## src/rtl/seg_serial_tx.sv

```systemverilog
// Encodes eight hex digits into active-low 7-segment bytes and shifts the 64-bit
// frame MSB first into a cascaded 74HC595-style chain, then pulses the latch.
module seg_serial_tx #(
  parameter int unsigned DIV       = 2,
  parameter int unsigned BLINK_BIT = 24
) (
  input  logic        clk,
  input  logic        rst,
  input  logic        start,
  input  logic [31:0] disp_num,
  input  logic [7:0]  point_in,
  input  logic [7:0]  le_in,
  output logic        seg_clk,
  output logic        seg_dat,
  output logic        seg_clr,
  output logic        seg_load,
  output logic        busy,
  output logic        done
);

  localparam int unsigned FRAME_W = 64;
  localparam int unsigned CNT_W   = 7;
  localparam int unsigned BLINK_W = BLINK_BIT + 1;
  localparam int unsigned DIV_W   = (DIV > 1) ? $clog2(DIV) : 1;

  localparam logic [DIV_W-1:0] DIV_LAST = DIV_W'(DIV - 1);
  localparam logic [CNT_W-1:0] BIT_LAST = CNT_W'(FRAME_W - 1);

  typedef enum logic [2:0] {
    IDLE     = 3'd0,
    SHIFT_LO = 3'd1,
    SHIFT_HI = 3'd2,
    LOAD     = 3'd3,
    DONE     = 3'd4
  } state_t;

  state_t             state_q, state_d;
  logic [DIV_W-1:0]   div_q, div_d;
  logic [CNT_W-1:0]   bit_q, bit_d;
  logic [FRAME_W-1:0] shift_q, shift_d;
  logic [BLINK_W-1:0] blink_q, blink_d;
  logic               seg_clk_q, seg_clk_d;
  logic               seg_dat_q, seg_dat_d;
  logic               seg_clr_q, seg_clr_d;
  logic               seg_load_q, seg_load_d;
  logic               busy_q, busy_d;
  logic               done_q, done_d;
  logic [FRAME_W-1:0] frame_enc;

  // Segment pattern g..a, active-low, decimal point excluded.
  function automatic logic [6:0] hex_seg(input logic [3:0] d);
    logic [6:0] s;
    case (d)
      4'h0: s = 7'h40;
      4'h1: s = 7'h79;
      4'h2: s = 7'h24;
      4'h3: s = 7'h30;
      4'h4: s = 7'h19;
      4'h5: s = 7'h12;
      4'h6: s = 7'h02;
      4'h7: s = 7'h78;
      4'h8: s = 7'h00;
      4'h9: s = 7'h10;
      4'hA: s = 7'h08;
      4'hB: s = 7'h03;
      4'hC: s = 7'h46;
      4'hD: s = 7'h21;
      4'hE: s = 7'h06;
      default: s = 7'h0E;
    endcase
    return s;
  endfunction

  // Frame as it would be captured this cycle; a blinking digit in its off phase is fully blank.
  always_comb begin
    frame_enc = '0;
    for (int i = 0; i < 8; i++) begin
      if (le_in[i] && blink_q[BLINK_BIT]) begin
        frame_enc[8*i +: 8] = 8'hFF;
      end else begin
        frame_enc[8*i +: 8] = {~point_in[i], hex_seg(disp_num[4*i +: 4])};
      end
    end
  end

  always_comb begin
    state_d = state_q;
    div_d   = div_q;
    bit_d   = bit_q;
    shift_d = shift_q;
    blink_d = blink_q + BLINK_W'(1);

    case (state_q)
      IDLE: begin
        if (start) begin
          state_d = SHIFT_LO;
          shift_d = frame_enc;
          div_d   = '0;
          bit_d   = '0;
        end
      end
      SHIFT_LO: begin
        if (div_q == DIV_LAST) begin
          state_d = SHIFT_HI;
          div_d   = '0;
        end else begin
          div_d = div_q + DIV_W'(1);
        end
      end
      SHIFT_HI: begin
        if (div_q == DIV_LAST) begin
          div_d   = '0;
          shift_d = {shift_q[FRAME_W-2:0], 1'b0};
          bit_d   = bit_q + CNT_W'(1);
          state_d = (bit_q == BIT_LAST) ? LOAD : SHIFT_LO;
        end else begin
          div_d = div_q + DIV_W'(1);
        end
      end
      LOAD: begin
        if (div_q == DIV_LAST) begin
          state_d = DONE;
          div_d   = '0;
        end else begin
          div_d = div_q + DIV_W'(1);
        end
      end
      DONE:    state_d = IDLE;
      default: state_d = IDLE;
    endcase

    // Outputs follow the next state so they line up with the state register.
    seg_clk_d  = (state_d == SHIFT_HI);
    seg_dat_d  = ((state_d == SHIFT_LO) || (state_d == SHIFT_HI)) ? shift_d[FRAME_W-1] : 1'b0;
    seg_load_d = (state_d == LOAD);
    done_d     = (state_d == DONE);
    busy_d     = (state_d != IDLE);
    seg_clr_d  = 1'b1;
  end

  always_ff @(posedge clk or negedge rst) begin
    if (!rst) begin
      state_q    <= IDLE;
      div_q      <= '0;
      bit_q      <= '0;
      shift_q    <= '0;
      blink_q    <= '0;
      seg_clk_q  <= 1'b0;
      seg_dat_q  <= 1'b0;
      seg_clr_q  <= 1'b0;
      seg_load_q <= 1'b0;
      busy_q     <= 1'b0;
      done_q     <= 1'b0;
    end else begin
      state_q    <= state_d;
      div_q      <= div_d;
      bit_q      <= bit_d;
      shift_q    <= shift_d;
      blink_q    <= blink_d;
      seg_clk_q  <= seg_clk_d;
      seg_dat_q  <= seg_dat_d;
      seg_clr_q  <= seg_clr_d;
      seg_load_q <= seg_load_d;
      busy_q     <= busy_d;
      done_q     <= done_d;
    end
  end

  assign seg_clk  = seg_clk_q;
  assign seg_dat  = seg_dat_q;
  assign seg_clr  = seg_clr_q;
  assign seg_load = seg_load_q;
  assign busy     = busy_q;
  assign done     = done_q;

endmodule

```

## config.mk

```make
export PLATFORM = sky130hd
export DESIGN_NAME = seg_serial_tx
export DESIGN_NICKNAME = d
export VERILOG_FILES = /design/src/rtl/seg_serial_tx.sv
export SDC_FILE = /design/constraint.sdc
export NUM_CORES = 1
export LEC_CHECK = 0
export BUFFER_PORTS_ARGS = -buffer_cell sky130_fd_sc_hd__buf_2
export CORE_UTILIZATION = 45
export CTS_CLUSTER_DIAMETER = 60
export DETAILED_ROUTE_END_ITERATION = 6
export GPL_TIMING_DRIVEN = 0
export SLEW_MARGIN = 25
export SYNTH_ARGS = -nofsm -noshare
export SYNTH_HDL_FRONTEND = slang
export SYNTH_SLANG_ARGS = --single-unit
```

## constraint.sdc

```tcl
create_clock -name clk -period 1.95 [get_ports clk]
set_input_delay 0.39 -clock clk [delete_from_list [all_inputs] [get_ports clk]]
set_output_delay 0.39 -clock clk [all_outputs]
set_load 0.02 [all_outputs]
```

==> flow_summary.yaml <==
run_status:
  status: "finished clean"
setup_path:
  worstPathArrival_ns: 2.09
  crit-reg2reg-launch: "state_q[1]"
  path_class: "register to register"
  crit_path_max_fanout: 10
  cp-end-kind: "register"
  worstPathRequired_ns: 2.23
  r2r_setup_slack_ns: 0.15
  rr_worst_depth: 6
  reg2reg_to: "shift_q[58]"
  startpoint_type: "register"
timing:
  clock-skew-final_ns: 0.00609
  holdWs_ns: 0.362
  min_period_over_period_pct: 92.4
  worst_pin_slew_ns: 0.778
  finalHoldViolations: 0
  slew_headroom_pct: 48.1
  max_freq_ghz: 0.555
  setup_viol: 0
  fin_ws_ns: 0.148
  slew_viol_final: 0
  post-route-min-period_ns: 1.80
  finalSetupTns_ns: 0
layout:
  multi_input_area_um2: 3600
  area_growth_pct: 13.8
  seqCellArea_um2: 2650
  fillers: 1240
  fin_nets: 820
  drive_above_1_share_pct: 19.3
  layout.cells.non_filler: 906
global_routing:
  grt_use_met2_pct: 34.0
  overflow: 0
  grt_use_met1_pct: 29.0
  grt_use_total_pct: 21.3
  use_met3_pct: 3.95
  busiest_layer: "met2"
  antenna_found_initial: 2
  grt_pass1_wl_um: 25100
  grt_max_degree: 62
  grt_pass1_vias: 5112
clock_network:
  ctsRootBufferMaster: "clkbuf_16"
  cts_buffers: 9
  cts_max_level: 3
  cts.sinks: 106
  clock_latency_ns: 0.35
  cts_tree: "done"
  path_clk_slew_ns: 0.07
  clockBufferDepth: 2
power:
  p_int_mw: 3.54
  clockPowerShare_pct: 38.4
  power.density_nw_per_um2: 626
  p_sw_share_pct: 24.3
  combPwrFrac_pct: 12.4
  p_sw_mw: 1.14
  ir_drop_mv: 0.390
  p_seq_share_pct: 49.3
  p_leak_nw: 3.49
routing:
  vias: 5169
  drtIter0Drc: 302
  wl_per_cell_um: 16.6
  drt-vias-per-instance: 5.71
  dr.pass1.iters: 5
  drc_errors: 0
  postRouteAntennaNets: 0
  routed_wirelength_um: 15000
die:
  start_util_pct: 46.8
  coreArea_um2: 14000
  fp.dieArea_um2: 15100
  die_height_um: 123
  num_rows: 43
  fp.dieW_um: 123
  ios: 57
synth:
  yosys.area.top_type: "dfrtp_1"
  async_flop_share_pct: 100
  yosys.area.top_type_share_pct: 40.4
  ys_types: 45
  syn_nets: 750
  synth-main-ff-cell: "dfrtp_1"
  synthCells: 650
  synth_area_um2: 6570
  synth_area_leaders: "dfrtp_1 (40%), ha_1 (9.3%), a221o_1 (6.4%)"
  yosys-top-cells-count: "dfrtp_1 (106), a21oi_1 (66), ha_1 (49)"
  synth_most_common_cell: "dfrtp_1"
  synth_edf_count: 0
  ys_ff_latch: 106
  ys_seq_area_share_pct: 40.4
  synth_area_per_cell_um2: 10.1
  yosys_warnings: 0
run:
  drv_cap: 0
worst_hold_path:
  min_to: "shift_q[43]"
  hold_start: "le_in[5]"
  holdCritPathClass: "input pin to register"
  min_path_cells: 3
placement:
  place_inst: 887
  dp_hpwl_um: 10800
  preCtsSetupSlack_ns: -0.0509
  numPortBuffers: 56
  gp_congestion: 0.884
==> through the flow <==
step / total power [mW] / utilization [%] / instance area, um^2
finish: 4.68 / 53.2 / 7480
global route: 4.90 / 53.2 / 7470
CTS: 4.73 / 53.0 / 7440
detailed placement: 2.92 / 50.6 / 7110
global placement: 2.89 / 50.4 / 7070
floorplan: 2.70 / - / 6570
==> area by class of cell <==
| type | count | share of cell area [%] |
|---|---|---|
| timing repair buffer | 60 | 4.70 |
| inverter | 33 | 1.66 |
| antenna | 1 | 0.0335 |
| tap | 180 | 3.01 |
| multi-input combinational | 466 | 48.1 |
| buffer | 44 | 2.93 |
| clock buffer | 13 | 3.75 |
| sequential | 106 | 35.5 |
| clock inverter | 3 | 0.284 |
==> routing by layer <==
| layer | part of all wire [%] | wire (um) |
|---|---|---|
| met2 | 46 | 6960 |
| met1 | 47 | 7110 |
| met5 | 0.087 | 13 |
| met4 | 1.4 | 209 |
| met3 | 4.7 | 704 |
==> flip-flops by register name (all words and copies together), names as in the netlist <==
name,count
shift_q,64
blink_q,25
bit_q,7
state_q,3
busy,1
div_q,1
done,1
seg_clk,1
seg_clr,1
seg_dat,1
seg_load,1
==> kinds of logic after synthesis <==
group / Yosys count / share of synthesized area, %
AOI/OAI and AO/OA: 202 / 20.8
and+or+nand+nor: 134 / 10.6
DFF: 106 / 40.4
buffers and inverters: 78 / 5.10
muxes: 52 / 10.0
adders and majority gates: 49 / 9.33
xor gates and xnor gates: 28 / 3.73
other: 1 / 0.0571
==> cells in the final DEF, fill, tap and decap left out, types with 7 or more instances in the layout <==
cell type and instances:
a21oi_1 66, xnor2_1 11, ha_1 49, a31oi_1 11
nor2_1 29, nand3_1 19, clkbuf_16 9, nor3_1 22
mux4_2 8, a221o_1 42, clkbuf_1 22, dfrtp_1 105
a22oi_1 24, xor2_1 17, inv_1 33, o21ai_0 39
nand3b_1 7, mux2_2 30, nand2_1 30, buf_2 69
a221oi_1 7, mux2i_1 14
==> timing repair <==
item,in CTS,in global routing
gates resized for setup,3,8
pin swaps,1,1
buffers inserted,1,1
hold buffers,1,0
endpoints found under the hold margin,45,0
setup endpoints to repair,55,60
==> power groups by stage <==
stage,logic (mW),clock network (mW),registers [mW]
floorplan,0.357,0,2.34
global placement,0.548,0,2.35
detailed placement,0.578,0,2.35
CTS,0.583,1.84,2.30
global route,0.654,1.94,2.31
finish,0.579,1.79,2.31
==> worst max path at each step <==
stage	startpoint	slack [ns]	to	depth (start not counted)
after floorplan	state_q[1]	0.26	shift_q[15]	6
after global placement	rst	-0.65	shift_q[20]	1
after detailed placement	state_q[1]	-0.05	shift_q[9]	8
after CTS	state_q[1]	0.003	shift_q[24]	8
after global routing	state_q[1]	-0.01	shift_q[24]	8
final	state_q[1]	0.15	shift_q[58]	6
==> worst max-delay path, stage by stage, from the launching register on <==
cell,delay [ns]
dfrtp_1,0.40
buf_4,0.18
nor4bb_4,0.16
buf_6,0.14
nor2_2,0.13
clkbuf_1,0.47
a221o_1,0.25
No activity file was read; power rests on OpenSTA's default activity.
